## src/rtl/popcount05_unary_tx.sv

```systemverilog
// Serial thermometer-code transmitter: each accepted count becomes a FRAME_LEN-beat frame with the ones sent first.
// Optional trailing parity beat when POPCOUNT_TX_PARITY_EN is defined.
module popcount05_unary_tx #(
  parameter int FRAME_LEN = 5
) (
  input  logic       clk,
  input  logic       rst_n,
  input  logic [2:0] in_count,
  input  logic       in_valid,
  output logic       in_ready,
  output logic       out_bit,
  output logic       out_valid,
  input  logic       out_ready,
  output logic       out_last,
  output logic       sat_flag
);

  typedef enum logic {
    IDLE = 1'b0,
    SEND = 1'b1
  } state_t;

  localparam logic [2:0] FL = 3'(FRAME_LEN);
`ifdef POPCOUNT_TX_PARITY_EN
  localparam logic [2:0] LAST_BEAT = FL;
`else
  localparam logic [2:0] LAST_BEAT = FL - 3'd1;
`endif

  state_t     r_state, w_state_nxt;
  logic [2:0] r_ones_left, w_ones_left_nxt;
  logic [2:0] r_beat_cnt, w_beat_cnt_nxt;
  logic       r_sat, w_sat_nxt;
  logic       r_init_done;

  logic       w_in_fire;
  logic       w_out_fire;
  logic       w_data_bit;
  logic       w_last;
  logic       w_over;
  logic [2:0] w_clamped;

  assign w_over     = (in_count > FL);
  assign w_clamped  = w_over ? FL : in_count;
  assign w_in_fire  = in_valid && in_ready;
  assign w_out_fire = out_valid && out_ready;
  assign w_data_bit = (r_ones_left != 3'd0);
  assign w_last     = (r_beat_cnt == LAST_BEAT);

  // in_ready stays low while reset is held and rises on the first edge after release.
  assign in_ready  = (r_state == IDLE) && r_init_done;
  assign out_valid = (r_state == SEND);
  assign out_last  = out_valid && w_last;
  assign sat_flag  = r_sat;

`ifdef POPCOUNT_TX_PARITY_EN
  logic r_parity;

  always_ff @(posedge clk or negedge rst_n) begin
    if (!rst_n) begin
      r_parity <= 1'b0;
    end else if (w_in_fire) begin
      r_parity <= w_clamped[0];
    end
  end

  assign out_bit = out_valid && (w_last ? r_parity : w_data_bit);
`else
  assign out_bit = out_valid && w_data_bit;
`endif

  // NOTE: every always_comb output gets a default first so no path can infer a latch.
  always_comb begin
    w_state_nxt     = r_state;
    w_ones_left_nxt = r_ones_left;
    w_beat_cnt_nxt  = r_beat_cnt;
    w_sat_nxt       = 1'b0;
    unique case (r_state)
      IDLE: begin
        if (w_in_fire) begin
          w_state_nxt     = SEND;
          w_ones_left_nxt = w_clamped;
          w_beat_cnt_nxt  = 3'd0;
          w_sat_nxt       = w_over;
        end
      end
      SEND: begin
        if (w_out_fire) begin
          if (w_data_bit) begin
            w_ones_left_nxt = r_ones_left - 3'd1;
          end
          if (w_last) begin
            w_state_nxt    = IDLE;
            w_beat_cnt_nxt = 3'd0;
          end else begin
            w_beat_cnt_nxt = r_beat_cnt + 3'd1;
          end
        end
      end
      default: w_state_nxt = IDLE;
    endcase
  end

  // NOTE: state registers use non-blocking assignments so all flops update together on the edge.
  always_ff @(posedge clk or negedge rst_n) begin
    if (!rst_n) begin
      r_state     <= IDLE;
      r_ones_left <= 3'd0;
      r_beat_cnt  <= 3'd0;
      r_sat       <= 1'b0;
      r_init_done <= 1'b0;
    end else begin
      r_state     <= w_state_nxt;
      r_ones_left <= w_ones_left_nxt;
      r_beat_cnt  <= w_beat_cnt_nxt;
      r_sat       <= w_sat_nxt;
      r_init_done <= 1'b1;
    end
  end

endmodule

```

## config.mk

```make
export PLATFORM = sky130hd
export DESIGN_NAME = popcount05_unary_tx
export DESIGN_NICKNAME = d
export VERILOG_FILES = /design/src/rtl/popcount05_unary_tx.sv
export SDC_FILE = /design/constraint.sdc
export NUM_CORES = 1
export LEC_CHECK = 0
export BUFFER_PORTS_ARGS = -buffer_cell sky130_fd_sc_hd__buf_2
export CAP_MARGIN = 20
export CORE_AREA = 2 2 42 44
export DETAILED_ROUTE_END_ITERATION = 6
export DIE_AREA = 0 0 44 46
export SYNTH_ARGS = -nofsm -noshare
export SYNTH_HDL_FRONTEND = slang
export SYNTH_SLANG_ARGS = --single-unit
```

## constraint.sdc

```tcl
create_clock -name clk -period 1.9 [get_ports clk]
set_clock_uncertainty 0.15 [all_clocks]
set_input_delay 0 -clock clk [delete_from_list [all_inputs] [get_ports clk]]
set_output_delay 0 -clock clk [all_outputs]
set_load 0.02 [all_outputs]
```

==> impl_metrics.env, run 1 <==
export IMPL_status="completed"
export IMPL_min_path_type="in2reg"
export IMPL_synth_seq_cells=9
export IMPL_cp_max_fo=5
export IMPL_start_util_pct=32.48
export IMPL_min_period_ns=1.631
export IMPL_synth_area_top_cells="dfrtp_1, ha_1, nand2_1"
export IMPL_cts_tree="built"
export IMPL_final_cells=93
export IMPL_cp_start_kind="flop"
export IMPL_synth_top_area_share_pct=42.96
export IMPL_end_kind="flop"
export IMPL_powerDensity_nw_per_um2=1368
export IMPL_fin_area_sq_um=683.2
export IMPL_synth_cell_type_count=25
export IMPL_yosysWarnings=0
export IMPL_clockRootBuffer="clkbuf_4"
export IMPL_rsz0062_at_grt="false"
export IMPL_finalWeightedCongestion=0.7436
export IMPL_via_count=447
export IMPL_drt_iter0_markers=6
export IMPL_finalCritPeriodShare_pct=85.85
export IMPL_ys_seq_area_share_pct=42.96
export IMPL_report_final_slew_viol_count=0
export IMPL_synth_top_cell_by_area="dfrtp_1"
export IMPL_hold_viol_final=0
export IMPL_track_usage_pct=11.28
export IMPL_cts_buffers=3
export IMPL_die_w_um=44
export IMPL_totalWireLength_um=1034
export IMPL_grt_pass1_wl_um=1566
export IMPL_h_tree_depth=1
export IMPL_drc=0
export IMPL_grt_max_degree=19
export IMPL_cts_sinks=9
export IMPL_antennaDiodeCount=0
export IMPL_drt_antenna_violating_nets=0
export IMPL_first_global_vias=378
export IMPL_dp_hpwl_um=732.3
export IMPL_route_detailed_wl_per_inst_um=11.12
export IMPL_vias_per_cell=4.806
export IMPL_cp_required_ns=1.94
export IMPL_area_delta_synth_final_pct=30.31
export IMPL_firstDrtPassIters=4
export IMPL_clock_path_buffers=2
export IMPL_critPathSlowestCell="dlygate4sd3_1"
export IMPL_dp_cells=83
export IMPL_cp_cell_sequence="and3b_4 > and3_1 > dlygate4sd3_1"
export IMPL_p_total_mw=0.9346
export IMPL_crit_type="reg2reg"
export IMPL_dieHeight_um=46
export IMPL_grt_overflow=0
export IMPL_ios=12
export IMPL_final_nets=88
export IMPL_final_common_cell="buf_2"
export IMPL_synthCells=56
export IMPL_n_fill_cell=157
export IMPL_syn_area_sq_um=524.3
export IMPL_layout_common_cells="buf_2, dfrtp_1, nand2_1"
export IMPL_clk_latency_ns=0.25
export IMPL_path_clk_slew_ns=0.06
export IMPL_fmax_ghz=0.6130
export IMPL_ir_worst_vdd_uv=434.8
export IMPL_io_buffers=11
export IMPL_syn_num_nets=67
export IMPL_rows=15
export IMPL_avgSynthCellArea_sq_um=9.362
export IMPL_die_area_sq_um=2024
export IMPL_p_leak_nw=0.3396
export IMPL_arrival_ns=1.67
export IMPL_antenna_found_initial=0
export IMPL_core_area_sq_um=1614
export IMPL_tns_ns=0
export IMPL_dpl_cell_area_sq_um=596.8
export IMPL_drive_above_1_share_pct=22.37
export IMPL_setup_violations=0
export IMPL_slowest_delay_ns=0.54
export IMPL_maxCapViolations=0
export IMPL_cts_resized=0
[stage by stage]
| step | utilization [%] | hold slack [ns] | worst slack (ns) |
|---|---|---|---|
| after floorplan | - | -0.4456 | 0.3431 |
| after global placement | 36.98 | -0.2816 | 0.4876 |
| after detailed placement | 36.98 | -0.2811 | 0.4479 |
| after CTS | 42.33 | 0.007107 | 0.2918 |
| after global routing | 42.33 | 0.02889 | 0.2068 |
| final | 42.33 | 0.006465 | 0.2688 |
[final timing paths]
| path | to | from | cells after the start | slack, ns |
|---|---|---|---|---|
| worst max register to register | sat_flag | out_valid | 3 | 0.27 |
| worst min register to register | r_beat_cnt[0] | r_beat_cnt[0] | 2 | 0.37 |
| worst max-delay path | sat_flag | out_valid | 3 | 0.27 |
| min in group asynchronous | r_beat_cnt[2] | rst_n | 3 | 0.59 |
| max in group asynchronous | r_beat_cnt[1] | rst_n | 3 | 0.71 |
| worst min-delay path | r_ones_left[0] | in_count[0] | 5 | 0.006 |
[critical path, delay by kind of cell (launching register included)]
kind,cells,cell delay [ns]
buffers and inverters,1,0.54
flip-flops,1,0.38
AND/OR/NAND/NOR,2,0.49
[repair_timing]
action,CTS,global route
endpoints found under the hold margin,15,0
setup buffers,0,0
hold buffers,6,0
[power breakdown]
group          internal, mW  switching [mW]  total, mW  leakage, nW
clock                0.0808          0.0650      0.146       0.0150
sequential            0.263          0.0483      0.311        0.111
combinational         0.212           0.266      0.478        0.214
[cell families after synthesis]
family	synth area share [%]
AOI/OAI and AO/OA	11.94
buffers and inverters	5.011
other	0.7153
adders and majority gates	9.547
DFF	42.96
and+or+nand+nor	27.93
muxes	1.909
[routing by layer]
layer | vias up | GRT usage [%] | part of all wire (%)
li1 | 231 | - | -
met1 | 203 | 13.77 | 49
met2 | 11 | 17.06 | 45
met3 | 2 | 1.190 | 4.1
met4 | 0 | 10.91 | 1.6
met5 | - | 0 | 0
[registers in the layout, summed over array words and instances (netlist names)]
register,cells
r_init_done,1
r_beat_cnt,3
sat_flag,1
out_valid,1
r_ones_left,3
[Yosys cell counts]
cell type / n
dfrtp_1: 9
nand2_1: 7
nand3_1: 5
ha_1: 4
inv_1: 4
a21oi_1: 2
and3_1: 2
nand3b_1: 2
nor2_1: 2
nor2b_1: 2
o21ai_0: 2
o21ai_1: 2
a211oi_1: 1
a21o_1: 1
a31o_4: 1
and2_1: 1
and3b_4: 1
buf_4: 1
clkbuf_1: 1
conb_1: 1
mux2i_1: 1
nand2b_1: 1
nand4_1: 1
nand4b_1: 1
nor3b_1: 1
[area by class of cell]
cell class / instances / area [sq um] / share of cell area [%]
repair buffers: 18 / 122.6 / 17.95
flip-flops and latches: 9 / 225.2 / 32.97
multi-input cells: 41 / 272.8 / 39.93
well taps: 17 / 21.27 / 3.114
clock buffers: 4 / 26.28 / 3.846
inverters: 4 / 15.01 / 2.198
Note: power is estimated with default switching activity, not from simulation.
==> inputs of run 2 (changes only) <==
==> constraint.sdc (replaced) <==
create_clock -name clk -period 1.95 [get_ports clk]
set_clock_uncertainty 0.15 [all_clocks]
set_input_delay 0 -clock clk [delete_from_list [all_inputs] [get_ports clk]]
set_output_delay 0 -clock clk [all_outputs]
set_load 0.02 [all_outputs]
==> impl_metrics.env, run 2 (synthesis results as in run 1) <==
export IMPL_cts_sinks=9
export IMPL_dieHeight_um=46
export IMPL_drive_above_1_share_pct=23.08
export IMPL_cts_setup_buffers=0
export IMPL_path_clk_slew_ns=0.07
export IMPL_min_path_type="reg2reg"
export IMPL_finalWeightedCongestion=0.7436
export IMPL_area_delta_synth_final_pct=34.37
export IMPL_die_w_um=44
export IMPL_top_regs="r_beat_cnt x3, r_ones_left x3"
export IMPL_crit_type="reg2reg"
export IMPL_fin_area_sq_um=704.4
export IMPL_tns_ns=0
export IMPL_multi_input_area_sq_um=272.8
export IMPL_antennaDiodeCount=0
export IMPL_layout_common_cells="buf_2, dfrtp_1, dlygate4sd3_1"
export IMPL_end_kind="flop"
export IMPL_clock_path_buffers=2
export IMPL_first_global_vias=406
export IMPL_maxCapViolations=0
export IMPL_dp_hpwl_um=703.3
export IMPL_drt_iter0_markers=5
export IMPL_start_util_pct=32.48
export IMPL_rsz0062_at_grt="false"
export IMPL_p_leak_nw=0.3507
export IMPL_drt_antenna_violating_nets=0
export IMPL_report_final_slew_viol_count=0
export IMPL_cp_required_ns=2.00
export IMPL_final_nets=90
export IMPL_drc=0
export IMPL_cp_cell_sequence="and3b_4 > and3_1 > dlygate4sd3_1"
export IMPL_cts_buffers=3
export IMPL_core_area_sq_um=1614
export IMPL_status="completed"
export IMPL_setup_violations=0
export IMPL_track_usage_pct=11.26
export IMPL_h_tree_depth=1
export IMPL_die_area_sq_um=2024
export IMPL_totalWireLength_um=1039
export IMPL_finalCritPeriodShare_pct=83.85
export IMPL_final_common_cell="buf_2"
export IMPL_slowest_delay_ns=0.53
export IMPL_firstDrtPassIters=2
export IMPL_io_buffers=11
export IMPL_clk_latency_ns=0.27
export IMPL_arrival_ns=1.68
export IMPL_grt_pass1_wl_um=1621
export IMPL_route_detailed_wl_per_inst_um=10.94
export IMPL_ir_worst_vdd_uv=416.8
export IMPL_seqCellArea_sq_um=225.2
export IMPL_antenna_found_initial=0
export IMPL_cts_tree="built"
export IMPL_grt_max_degree=19
export IMPL_powerDensity_nw_per_um2=1307
export IMPL_fmax_ghz=0.6116
export IMPL_cp_max_fo=5
export IMPL_dpl_cell_area_sq_um=596.8
export IMPL_clockRootBuffer="clkbuf_4"
export IMPL_hold_viol_final=0
export IMPL_grt_overflow=0
export IMPL_cp_start_kind="flop"
export IMPL_min_period_ns=1.635
export IMPL_via_count=454
export IMPL_vias_per_cell=4.779
export IMPL_n_fill_cell=156
export IMPL_ios=12
export IMPL_critPathSlowestCell="dlygate4sd3_1"
export IMPL_rows=15
-- run 2: cell count changes in the layout (fill, tap and decap cells not counted) --
cell,previous run,this run
clkbuf_1,1,0
clkinv_2,0,1
dlygate4sd3_1,6,8
-- run 2: metrics by stage --
stage	instances	util (%)	total power [mW]	hold WS, ns	setup WS, ns
after floorplan	56	-	0.6586	-0.4456	0.3931
after global placement	83	36.98	0.7534	-0.2816	0.5376
after detailed placement	83	36.98	0.7613	-0.2833	0.4869
after CTS	95	43.64	0.9275	0.3749	0.3185
after global routing	95	43.64	1.003	0.4231	0.2354
final	95	43.64	0.9208	0.3715	0.3150
-- run 2: critical path, delay by kind of cell, from the launching register on --
| kind | cells | cell delay [ns] |
|---|---|---|
| buffers and inverters | 1 | 0.53 |
| flip-flops | 1 | 0.39 |
| AND/OR/NAND/NOR | 2 | 0.49 |
-- run 2: final timing paths --
check	start	endpoint	slack, ns	cells past startpoint
worst max-delay path	out_valid	sat_flag	0.31	3
worst min-delay path	r_beat_cnt[1]	r_beat_cnt[1]	0.37	2
worst max register to register	out_valid	sat_flag	0.31	3
worst min register to register	r_beat_cnt[1]	r_beat_cnt[1]	0.37	2
max in group asynchronous	rst_n	sat_flag	0.77	3
min in group asynchronous	rst_n	r_beat_cnt[2]	0.56	3
-- run 2: layer usage --
metal,routed length (um),vias up,part of all wire (%),global-route usage (%)
met4,0,0,0,7.273
li1,-,235,-,-
met1,498,208,48,13.70
met2,504,11,49,17.94
met3,36,0,3.5,2.381
met5,0,-,0,0
-- run 2: cell type report --
class                      count  share of cell area (%)
inverter                       4                   2.131
clock inverter                 1                  0.7105
tap                           17                   3.020
timing repair buffer          20                   20.25
sequential                     9                   31.97
multi-input combinational     41                   38.72
clock buffer                   3                   3.197
-- run 2: where the power goes --
group	leakage (nW)	internal (mW)	switching, mW	total [mW]
logic	0.222	0.208	0.261	0.469
registers	0.111	0.256	0.0469	0.303
clock network	0.0177	0.0758	0.0730	0.149
-- run 2: repair_timing --
| action | 4_1_cts | 5_1_grt |
|---|---|---|
| resized for setup | 0 | 0 |
| hold endpoints to repair | 16 | 0 |
| hold buffers | 8 | 0 |
